<file path="src/rtl/serial_lut_bank.sv">
// serial_lut_bank: double-buffered serially loaded LUT with per-channel registered lookup.
// A frame commits to the active table only when exactly one full table's worth of bits arrived.
module serial_lut_bank #(
    parameter int IN_WIDTH  = 4,
    parameter int OUT_WIDTH = 4,
    parameter int CHANNELS  = 2
) (
    input  logic                          clk,
    input  logic                          rst,
    input  logic                          d,
    input  logic                          cs_n,
    input  logic [CHANNELS*IN_WIDTH-1:0]  sel,
    output logic [CHANNELS*OUT_WIDTH-1:0] out,
    output logic                          sdo,
    output logic                          loading,
    output logic                          valid,
    output logic                          done,
    output logic                          frame_err
);
    localparam int DEPTH = 2**IN_WIDTH;
    localparam int TB    = DEPTH*OUT_WIDTH;
    localparam int CW    = $clog2(TB+2);
    localparam logic [CW-1:0] CNT_FULL = CW'(TB);
    localparam logic [CW-1:0] CNT_SAT  = CW'(TB+1);

    typedef enum logic {IDLE, LOAD} state_t;

    state_t                        state_q, state_d;
    logic [TB-1:0]                 shadow_q, shadow_d, active_q, active_d;
    logic [CW-1:0]                 cnt_q, cnt_d;
    logic [CHANNELS*OUT_WIDTH-1:0] out_q, out_d;
    logic                          valid_q, valid_d, done_q, done_d, err_q, err_d;
    logic [OUT_WIDTH-1:0]          entry [DEPTH];

    for (genvar i = 0; i < DEPTH; i++) begin : g_entry
        assign entry[i] = active_q[i*OUT_WIDTH +: OUT_WIDTH];
    end

    always_comb begin
        state_d  = state_q;
        shadow_d = shadow_q;
        active_d = active_q;
        cnt_d    = cnt_q;
        valid_d  = valid_q;
        done_d   = 1'b0;
        err_d    = 1'b0;
        if (!cs_n) begin
            state_d  = LOAD;
            shadow_d = {shadow_q[TB-2:0], d};
            cnt_d    = (cnt_q == CNT_SAT) ? cnt_q : cnt_q + 1'b1;
        end else if (state_q == LOAD) begin
            // deselect edge: commit only an exact-length frame
            state_d  = IDLE;
            cnt_d    = '0;
            done_d   = (cnt_q == CNT_FULL);
            err_d    = !done_d;
            active_d = done_d ? shadow_q : active_q;
            valid_d  = valid_q | done_d;
        end
    end

    always_comb begin
        out_d = '0;
        for (int c = 0; c < CHANNELS; c++)
            out_d[c*OUT_WIDTH +: OUT_WIDTH] = entry[sel[c*IN_WIDTH +: IN_WIDTH]];
    end

    always_ff @(posedge clk or posedge rst) begin
        if (rst) begin
            state_q  <= IDLE;
            shadow_q <= '0;
            active_q <= '0;
            cnt_q    <= '0;
            out_q    <= '0;
            valid_q  <= 1'b0;
            done_q   <= 1'b0;
            err_q    <= 1'b0;
        end else begin
            state_q  <= state_d;
            shadow_q <= shadow_d;
            active_q <= active_d;
            cnt_q    <= cnt_d;
            out_q    <= out_d;
            valid_q  <= valid_d;
            done_q   <= done_d;
            err_q    <= err_d;
        end
    end

    assign out       = out_q;
    assign sdo       = shadow_q[TB-1];
    assign loading   = (state_q == LOAD);
    assign valid     = valid_q;
    assign done      = done_q;
    assign frame_err = err_q;
endmodule

</file>
<file path="config.mk">
export PLATFORM = sky130hd
export DESIGN_NAME = serial_lut_bank
export DESIGN_NICKNAME = d
export VERILOG_FILES = /design/src/rtl/serial_lut_bank.sv
export SDC_FILE = /design/constraint.sdc
export NUM_CORES = 1
export LEC_CHECK = 0
export BUFFER_PORTS_ARGS = -buffer_cell sky130_fd_sc_hd__buf_4
export CAP_MARGIN = 20
export CORE_MARGIN = 2
export CORE_UTILIZATION = 35
export CTS_BUF_LIST = sky130_fd_sc_hd__clkbuf_16
export DETAILED_ROUTE_END_ITERATION = 12
export PLACE_DENSITY_LB_ADDON = 0.1
export SLEW_MARGIN = 0
export SYNTH_ARGS = -nofsm -noshare
export SYNTH_HDL_FRONTEND = slang
export SYNTH_SLANG_ARGS = --single-unit
</file>
<file path="constraint.sdc">
create_clock -name clk -period 12.81 [get_ports clk]
set_clock_uncertainty 0.2 [all_clocks]
set_input_delay 3.843 -clock clk [delete_from_list [all_inputs] [get_ports clk]]
set_output_delay 3.843 -clock clk [all_outputs]
set_load 0.05 [all_outputs]
</file>
==> results of run 1 <==
cells in the mapped netlist (2+ instances only):
library cell / number
dfrtp_1: 147
mux2_2: 90
mux2_4: 38
mux4_2: 32
nand3_1: 21
nand2_1: 13
a22oi_1: 8
clkbuf_1: 7
inv_1: 7
nor2b_1: 6
buf_1: 5
buf_12: 5
o21ai_0: 5
buf_2: 4
a31oi_1: 3
ha_1: 3
nor2_1: 3
a21oi_1: 2
buf_4: 2
or3_1: 2
xor2_1: 2
cells by family (layout without fill, tap and decap cells):
| group | Yosys count | after routing | synth area share |
|---|---|---|---|
| fa+ha+maj | 3 | 3 | 0.005625 |
| compound gates | 22 | 22 | 0.02175 |
| mux | 160 | 160 | 0.3453 |
| flops | 147 | 147 | 0.5512 |
| xor+xnor | 2 | 2 | 0.002625 |
| buf+inv | 30 | 65 | 0.03094 |
| simple gates | 52 | 52 | 0.04256 |
stage by stage:
step / cell area [um^2] / utilization / std cells / power [uW]
5_1_grt: 7587 / 0.4056 / 685 / 1374
3_5_place_dp: 6987 / 0.3735 / 653 / 826.9
3_3_place_gp: 6987 / 0.3735 / 653 / 821.6
4_1_cts: 7560 / 0.4041 / 684 / 1323
6_report: 7587 / 0.4056 / 685 / 1303
2_1_floorplan: 6674 / - / 416 / 761.9
cell type report:
| class | count | area (um^2) |
|---|---|---|
| well taps | 234 | 292.8 |
| clock inverters | 14 | 147.6 |
| repair buffers | 27 | 222.7 |
| multi-input cells | 239 | 2789 |
| fillers | 1690 | 11120 |
| flip-flops and latches | 147 | 3679 |
| clock buffers | 17 | 425.4 |
| inverters | 7 | 31.28 |
layer usage:
| metal | vias up | GRT usage | share of wire |
|---|---|---|---|
| li1 | 1605 | - | - |
| met1 | 1844 | 0.2000 | 0.49 |
| met2 | 36 | 0.2126 | 0.47 |
| met3 | 10 | 0.04273 | 0.028 |
| met4 | 0 | 0.04421 | 0.0097 |
| met5 | - | 0 | 0 |
power breakdown:
group / switching [uW] / internal (uW)
logic: 91.4 / 113
clock network: 188 / 300
registers: 63.8 / 547
registers in the layout, indices dropped and copies added (netlist names):
register	cells
out	8
active_q	64
cnt_q	7
shadow_q	64
frame_err	1
valid	1
done	1
loading	1
path summary, 6_finish.rpt:
| path | from | end |
|---|---|---|
| min reg2reg | valid | valid |
| min in group asynchronous | rst | frame_err |
| max | cs_n | active_q[23] |
| max reg2reg | cnt_q[3] | active_q[23] |
| min | valid | valid |
| max in group asynchronous | rst | shadow_q[31] |
==> run summary, run 1 <==
RSZ-0062 raised after global routing -> no
HPWL Detailed -> 8.274 mm
Cells after Synth -> 416
Worst-Skew Late Latency -> 0.42 ns
WL final -> 12.91 mm
Starting density of the core -> 0.3568
Top cells by area, synth -> dfrtp_1 55%, mux2_2 15%, mux4_2 11%, mux2_4 8.5%, nand3_1 1.6%
Top-area cell type share of the netlist area -> 0.5512
Chip height -> 142.1 um
Syn_nets -> 431
CTS tree -> yes
H-tree levels -> 4
Root Driver -> clkbuf_16
Crit. path cell count -> 5
Cts repair resizes -> 0
Via/cell ratio -> 5.102
DRT antenna net count -> 0
Overall global routing resource usage -> 0.1423
Relative slew slack -> 0.2737
Core box area -> 18710 um^2
Die footprint -> 20190 um^2
Hold/Removal Path Class -> reg2reg
Syn-to-layout area delta -> 13.69%
WP data arrival -> 6.31 ns
Input/output buffers -> 24
Total grt overflow -> 0
Largest net degree at the start of global routing -> 83
Share of synthesized registers carrying an async set or reset -> 1.000
# DRC -> 0
Crit path buffers/inverters -> 2
Vias -> 3495
Synth Cell Area -> 6674 um^2
Tcrit/Tclk final -> 0.4841
Die W -> 142.1 um
Most frequent CP cell -> buf_4
Pleak -> 0.003471 uW
First-pass GRT wire length -> 21.47 mm
Mapped Avg Cell Area -> 16.04 um^2
Ports -> 25
GP Congestion -> 0.7350
Average wire per standard cell -> 18.85 um
Max Clk Rate -> 161.3 MHz
Critical Path End Type -> flip-flop
Deepest clock path buffer count -> 2
Post-synth top area cell -> dfrtp_1
1st-pass router iterations -> 4
Hold-fix buffers, CTS -> 0
Yosys reg bits -> 147
Initial antenna violation count -> 0
# Max-Cap Violations -> 0
Ys flop type -> dfrtp_1
Worst reg2reg path depth -> 4
Crit path cell chain -> buf_4 -> and2_1 -> and4_4 -> buf_4 -> mux2_2
# nets final -> 454
Largest stage delay on the critical path -> 0.80 ns
Initial DRC count -> 179
Post-CTS setup buffers -> 0
Seq/Total Area, Yosys -> 0.5512
Clock sinks -> 147
Worst path slowest cell -> buf_4
Synth warn -> 0
Startpoint Class -> input pin
Hold path cells -> 1
Max-slew violations -> 0
Outcome -> complete, no violations
Worst Path Max Fanout -> 75
Number of CTS-inserted buffers -> 17
Antenna cell count -> 0
Slew @ Worst Pin -> 1.089 ns
Std cell rows -> 50
Final setup viols -> 0
Vias in the first global route -> 3777
Crit path time final -> 6.201 ns
Delay-heaviest family, CP -> buffers and inverters
Internal reg-to-reg setup slack -> 10.04 ns
EDFF count, synth -> 0
Clock slew at reported path FFs -> 0.06 ns
Min setup slack post-route -> 6.609 ns
Peak VDD IR -> 0.08614 mV
Most frequent cells in the layout -> 147 x dfrtp_1, 90 x mux2_2, 38 x mux2_4
Setup TNS -> 0 ns
Synth cell types -> 32
Type of the worst setup path -> in2reg
Commonest non-fill, non-tap cell in the layout -> dfrtp_1
Pwr Density -> 171.7 nW/um^2
CP required -> 12.91 ns
Hold WS -> 0.2849 ns
DP Worst Slack -> 6.110 ns
Layout cells sized above 1 -> 0.4812
Final Hold Viols -> 0
(Power assumes the default switching activity.)
==> run 2, diff against run 1 <==
==> constraint.sdc (replaced) <==
create_clock -name clk -period 5.2 [get_ports clk]
set_clock_uncertainty 0.2 [all_clocks]
set_input_delay 1.56 -clock clk [delete_from_list [all_inputs] [get_ports clk]]
set_output_delay 1.56 -clock clk [all_outputs]
set_load 0.05 [all_outputs]
==> run summary, run 2 (synthesis results as in run 1) <==
Outcome -> complete, no violations
Input/output buffers -> 24 (unchanged)
R2R Path End -> active_q[26]
Relative slew slack -> 0.3839 (+0.1102)
DP Worst Slack -> 1.634 ns (-4.475 ns)
Crit path time final -> 2.986 ns
Utilization of the core after routing -> 0.4088 (+0.003210)
Post-CTS setup buffers -> 0 (unchanged)
Final Hold Viols -> 0 (unchanged)
Max-slew violations -> 0 (unchanged)
DRT antenna net count -> 0 (unchanged)
Deepest clock path buffer count -> 2 (unchanged)
Type of the worst setup path -> in2reg
Hold WS -> 0.2857 ns (+0.0008430 ns)
Hold/Removal Path Class -> reg2reg
Peak VDD IR -> 0.2341 mV (+170%)
Pleak -> 0.003491 uW (+0.56%)
Die W -> 142.1 um (unchanged)
# nets final -> 455 (+0.22%)
Pwr Density -> 432.9 nW/um^2 (+150%)
Core box area -> 18710 um^2 (unchanged)
Worst-Skew Late Latency -> 0.42 ns (about the same)
1st-pass router iterations -> 4 (unchanged)
Number of CTS-inserted buffers -> 17 (unchanged)
Initial antenna violation count -> 0 (unchanged)
FF-to-FF Start -> cnt_q[3]
Hold path cells -> 1 (unchanged)
Slew @ Worst Pin -> 0.9242 ns (-0.1652 ns)
Commonest non-fill, non-tap cell in the layout -> dfrtp_1
# DRC -> 0 (unchanged)
Vias -> 3543 (+1.4%)
Worst reg2reg path depth -> 4 (unchanged)
WP data arrival -> 3.09 ns (-3.22 ns)
WL final -> 13.04 mm (+1.0%)
Final setup viols -> 0 (unchanged)
Std cell rows -> 50 (unchanged)
Overall global routing resource usage -> 0.1427 (+0.0004780)
GP Congestion -> 0.8060 (+9.7%)
Initial DRC count -> 173 (-3.4%)
Worst Setup SP -> cs_n
Vias in the first global route -> 3776 (-0.026%)
Cts repair resizes -> 0 (unchanged)
Via/cell ratio -> 5.157 (+1.1%)
Hold-fix buffers, CTS -> 0 (unchanged)
Clock sinks -> 147 (unchanged)
RSZ-0062 raised after global routing -> no
Root Driver -> clkbuf_16
Clock slew at reported path FFs -> 0.06 ns (about the same)
# fillers -> 1705 (+0.89%)
Starting density of the core -> 0.3568 (unchanged)
# Max-Cap Violations -> 0 (unchanged)
Critical Path End Type -> flip-flop
CP required -> 5.30 ns (-7.61 ns)
HPWL Detailed -> 8.546 mm (+3.3%)
Startpoint Class -> input pin
Internal reg-to-reg setup slack -> 2.59 ns (-7.45 ns)
CP Capture Point -> active_q[26]
Die footprint -> 20190 um^2 (unchanged)
Tcrit/Tclk final -> 0.5742
Ports -> 25 (unchanged)
Antenna cell count -> 0 (unchanged)
Setup TNS -> 0 ns (unchanged)
Chip height -> 142.1 um (unchanged)
H-tree levels -> 4 (unchanged)
CTS tree -> yes
Total grt overflow -> 0 (unchanged)
Most frequent cells in the layout -> 147 x dfrtp_1, 90 x mux2_2, 38 x mux2_4
Worst Path Max Fanout -> 38 (-49%)
Layout cells sized above 1 -> 0.4790 (-0.002124)
Min setup slack post-route -> 2.214 ns (-4.394 ns)
Max Clk Rate -> 334.9 MHz
Average wire per standard cell -> 18.99 um (+0.72%)
Syn-to-layout area delta -> 14.59%
Largest net degree at the start of global routing -> 90 (+8.4%)
First-pass GRT wire length -> 21.68 mm (+1.0%)
run 2: cell count changes in the layout (fill, tap and decap cells not counted):
cell,before,now
clkinvlp_4,2,3
clkinv_4,1,0
bufinv_16,3,5
buf_16,1,0
buf_12,0,2
clkinv_1,3,5
inv_6,1,0
clkinv_2,3,1
run 2: where the power goes:
group | internal (uW) | switching, uW | total [uW]
Clock | 837 | 463 | 1300
Combinational | 279 | 226 | 505
Sequential | 1350 | 159 | 1510
run 2: critical path, cell delays in order:
cell	delay (ns)
buf_4	0.08
and2_1	0.11
and4_4	0.61
buf_12	0.31
mux2_2	0.36
run 2: cell type report:
cell class | count | area [um^2] | share of cell area
Clock inverter | 15 | 196.4 | 0.02569
Inverter | 7 | 30.03 | 0.003927
Tap cell | 234 | 292.8 | 0.03829
Timing Repair Buffer | 28 | 235.2 | 0.03076
Multi-Input combinational cell | 239 | 2789 | 0.3647
Sequential cell | 147 | 3679 | 0.4810
Clock buffer | 17 | 425.4 | 0.05563
run 2: worst min path at each step:
| stage | start | end | slack, ns |
|---|---|---|---|
| 6_report | valid | valid | 0.29 |
| 5_1_grt | valid | valid | 0.30 |
| 4_1_cts | valid | valid | 0.29 |
| 3_5_place_dp | valid | valid | 0.28 |
| 3_3_place_gp | valid | valid | 0.27 |
| 2_1_floorplan | shadow_q[1] | shadow_q[2] | 0.29 |
run 2: metrics by stage:
step / cells / power [uW] / area, um^2
floorplan: 416 / 1877 / 6678
global placement: 654 / 2024 / 7005
detailed placement: 654 / 2046 / 7005
CTS: 686 / 3362 / 7627
global route: 687 / 3477 / 7647
finish: 687 / 3310 / 7647
run 2: routing by layer:
layer | track usage | part of all wire
met5 | 0 | 0
met4 | 0.05368 | 0.015
met3 | 0.03567 | 0.033
met2 | 0.2260 | 0.49
met1 | 0.1904 | 0.47
==> run 3, diff against run 2 <==
==> constraint.sdc (replaced) <==
create_clock -name clk -period 2.9 [get_ports clk]
set_clock_uncertainty 0.2 [all_clocks]
set_input_delay 0.87 -clock clk [delete_from_list [all_inputs] [get_ports clk]]
set_output_delay 0.87 -clock clk [all_outputs]
set_load 0.05 [all_outputs]
==> run summary, run 3 (synthesis results as in run 1) <==
Outcome -> complete, no violations
Hold/Removal Path Class -> in2async
WL final -> 13.23 mm (+1.4%)
DRT antenna net count -> 0 (unchanged)
Die W -> 142.1 um (unchanged)
Average wire per standard cell -> 19.23 um (+1.3%)
Critical Path End Type -> flip-flop
Tcrit/Tclk final -> 0.8157
Clock slew at reported path FFs -> 0.06 ns (about the same)
Initial antenna violation count -> 0 (unchanged)
# fillers -> 1703 (-0.12%)
Largest stage delay on the critical path -> 0.46 ns (-0.15 ns)
Input/output buffers -> 24 (unchanged)
Worst-Skew Late Latency -> 0.42 ns (about the same)
Syn-to-layout area delta -> 14.10%
Max-slew violations -> 0 (unchanged)
GP Congestion -> 0.7973 (-1.1%)
Layout cells sized above 1 -> 0.4868 (+0.007755)
Initial DRC count -> 183 (+5.8%)
RSZ-0062 raised after global routing -> no
DR WL met2 -> 6.330 mm (about the same)
Crit path time final -> 2.365 ns
Hold WS -> 0.2457 ns (-0.04004 ns)
Total grt overflow -> 0 (unchanged)
Worst path slowest cell -> dfrtp_1
Largest net degree at the start of global routing -> 75 (-17%)
Deepest clock path buffer count -> 2 (unchanged)
# Max-Cap Violations -> 0 (unchanged)
# DRC -> 0 (unchanged)
Final Hold Viols -> 0 (unchanged)
Std cell rows -> 50 (unchanged)
Startpoint Class -> flip-flop
Die footprint -> 20190 um^2 (unchanged)
Number of CTS-inserted buffers -> 17 (unchanged)
Vias in the first global route -> 3760 (-0.42%)
Starting density of the core -> 0.3568 (unchanged)
Max Clk Rate -> 422.8 MHz
Most frequent cells in the layout -> 147 x dfrtp_1, 90 x mux2_2, 38 x mux2_4
Pwr Density -> 742.7 nW/um^2 (+72%)
HPWL Detailed -> 8.695 mm (+1.7%)
H-tree levels -> 4 (unchanged)
Post-CTS setup buffers -> 0 (unchanged)
Metal3 WL -> 338 um (-22%)
CTS tree -> yes
Final setup viols -> 0 (unchanged)
Pleak -> 0.003466 uW (-0.72%)
Root Driver -> clkbuf_16
CP required -> 3.00 ns (-2.30 ns)
Ports -> 25 (unchanged)
Type of the worst setup path -> reg2reg
Antenna cell count -> 0 (unchanged)
Vias -> 3569 (+0.73%)
# nets final -> 456 (+0.22%)
Overall global routing resource usage -> 0.1428 (about the same)
Hold-fix buffers, CTS -> 0 (unchanged)
Via/cell ratio -> 5.188 (+0.59%)
Cts repair resizes -> 0 (unchanged)
Crit path cell chain -> nor4b_4 -> and4_4 -> buf_12 -> mux2_2
Register area -> 3679 um^2 (unchanged)
Tot Pwr -> 5656 uW (+71%)
Core box area -> 18710 um^2 (unchanged)
Multi-input logic area -> 2789 um^2 (unchanged)
Chip height -> 142.1 um (unchanged)
WP data arrival -> 2.46 ns (-0.63 ns)
M1 WL -> 6.396 mm (+5.2%)
Highest metal used -> met4
Clock sinks -> 147 (unchanged)
Peak VDD IR -> 0.4114 mV (+76%)
Utilization of the core after routing -> 0.4071 (-0.001739)
Slew @ Worst Pin -> 0.4541 ns (-0.4700 ns)
Placed inst area -> 7071 um^2 (+0.93%)
Post-route cell area -> 7615 um^2 (-0.43%)
First-pass GRT wire length -> 21.69 mm (about the same)
Setup TNS -> 0 ns (unchanged)
Worst Path Max Fanout -> 65 (+71%)
Relative slew slack -> 0.6973 (+0.3134)
Commonest non-fill, non-tap cell in the layout -> dfrtp_1
1st-pass router iterations -> 4 (unchanged)
-- run 3: cell count changes in the layout (fill, tap and decap cells not counted), sizes merged --
| cell | before | now |
|---|---|---|
| clkinv | 6 | 5 |
| buf | 28 | 29 |
| clkinvlp | 3 | 6 |
| bufinv | 5 | 1 |
| inv | 8 | 10 |
-- run 3: metrics by stage --
stage	std cells	setup slack, ns
global route	688	0.4808
CTS	688	0.5524
detailed placement	656	0.4119
finish	688	0.5346
floorplan	416	-0.01701
global placement	656	0.4025
-- run 3: metal layers --
metal | GRT usage | vias up
met5 | 0 | -
met4 | 0.05211 | 0
met3 | 0.03600 | 13
met2 | 0.2197 | 42
met1 | 0.1967 | 1904
li1 | - | 1610
-- run 3: path summary, 6_finish.rpt --
| path | depth (start not counted) | slack, ns | startpoint | endpoint |
|---|---|---|---|---|
| worst min-delay path | 2 | 0.25 | rst | shadow_q[35] |
| max in group asynchronous | 3 | 1.65 | rst | shadow_q[59] |
| worst min register to register | 1 | 0.27 | valid | valid |
| worst max-delay path | 4 | 0.53 | cnt_q[3] | active_q[19] |
| worst max register to register | 4 | 0.53 | cnt_q[3] | active_q[19] |
| min in group clk | 1 | 0.27 | valid | valid |
-- run 3: power by group --
group | internal, uW | switching [uW] | total [uW]
registers | 2410 | 296 | 2710
logic | 506 | 406 | 912
clock network | 1170 | 866 | 2030
total | 4090 | 1570 | 5660
-- run 3: area by class of cell --
class                   count  share of cell area
well taps                 234             0.03845
flip-flops and latches    147              0.4831
inverters                   7            0.003943
multi-input cells         239              0.3662
clock inverters            15             0.01561
repair buffers             29             0.03681
clock buffers              17             0.05587
-- run 3: worst max-delay path: cells and delay by family, from the launching register on --
kind,cells,cell delay [ns]
AND/OR/NAND/NOR,2,0.78
flip-flops,1,0.46
multiplexers,1,0.39
buffers and inverters,1,0.38
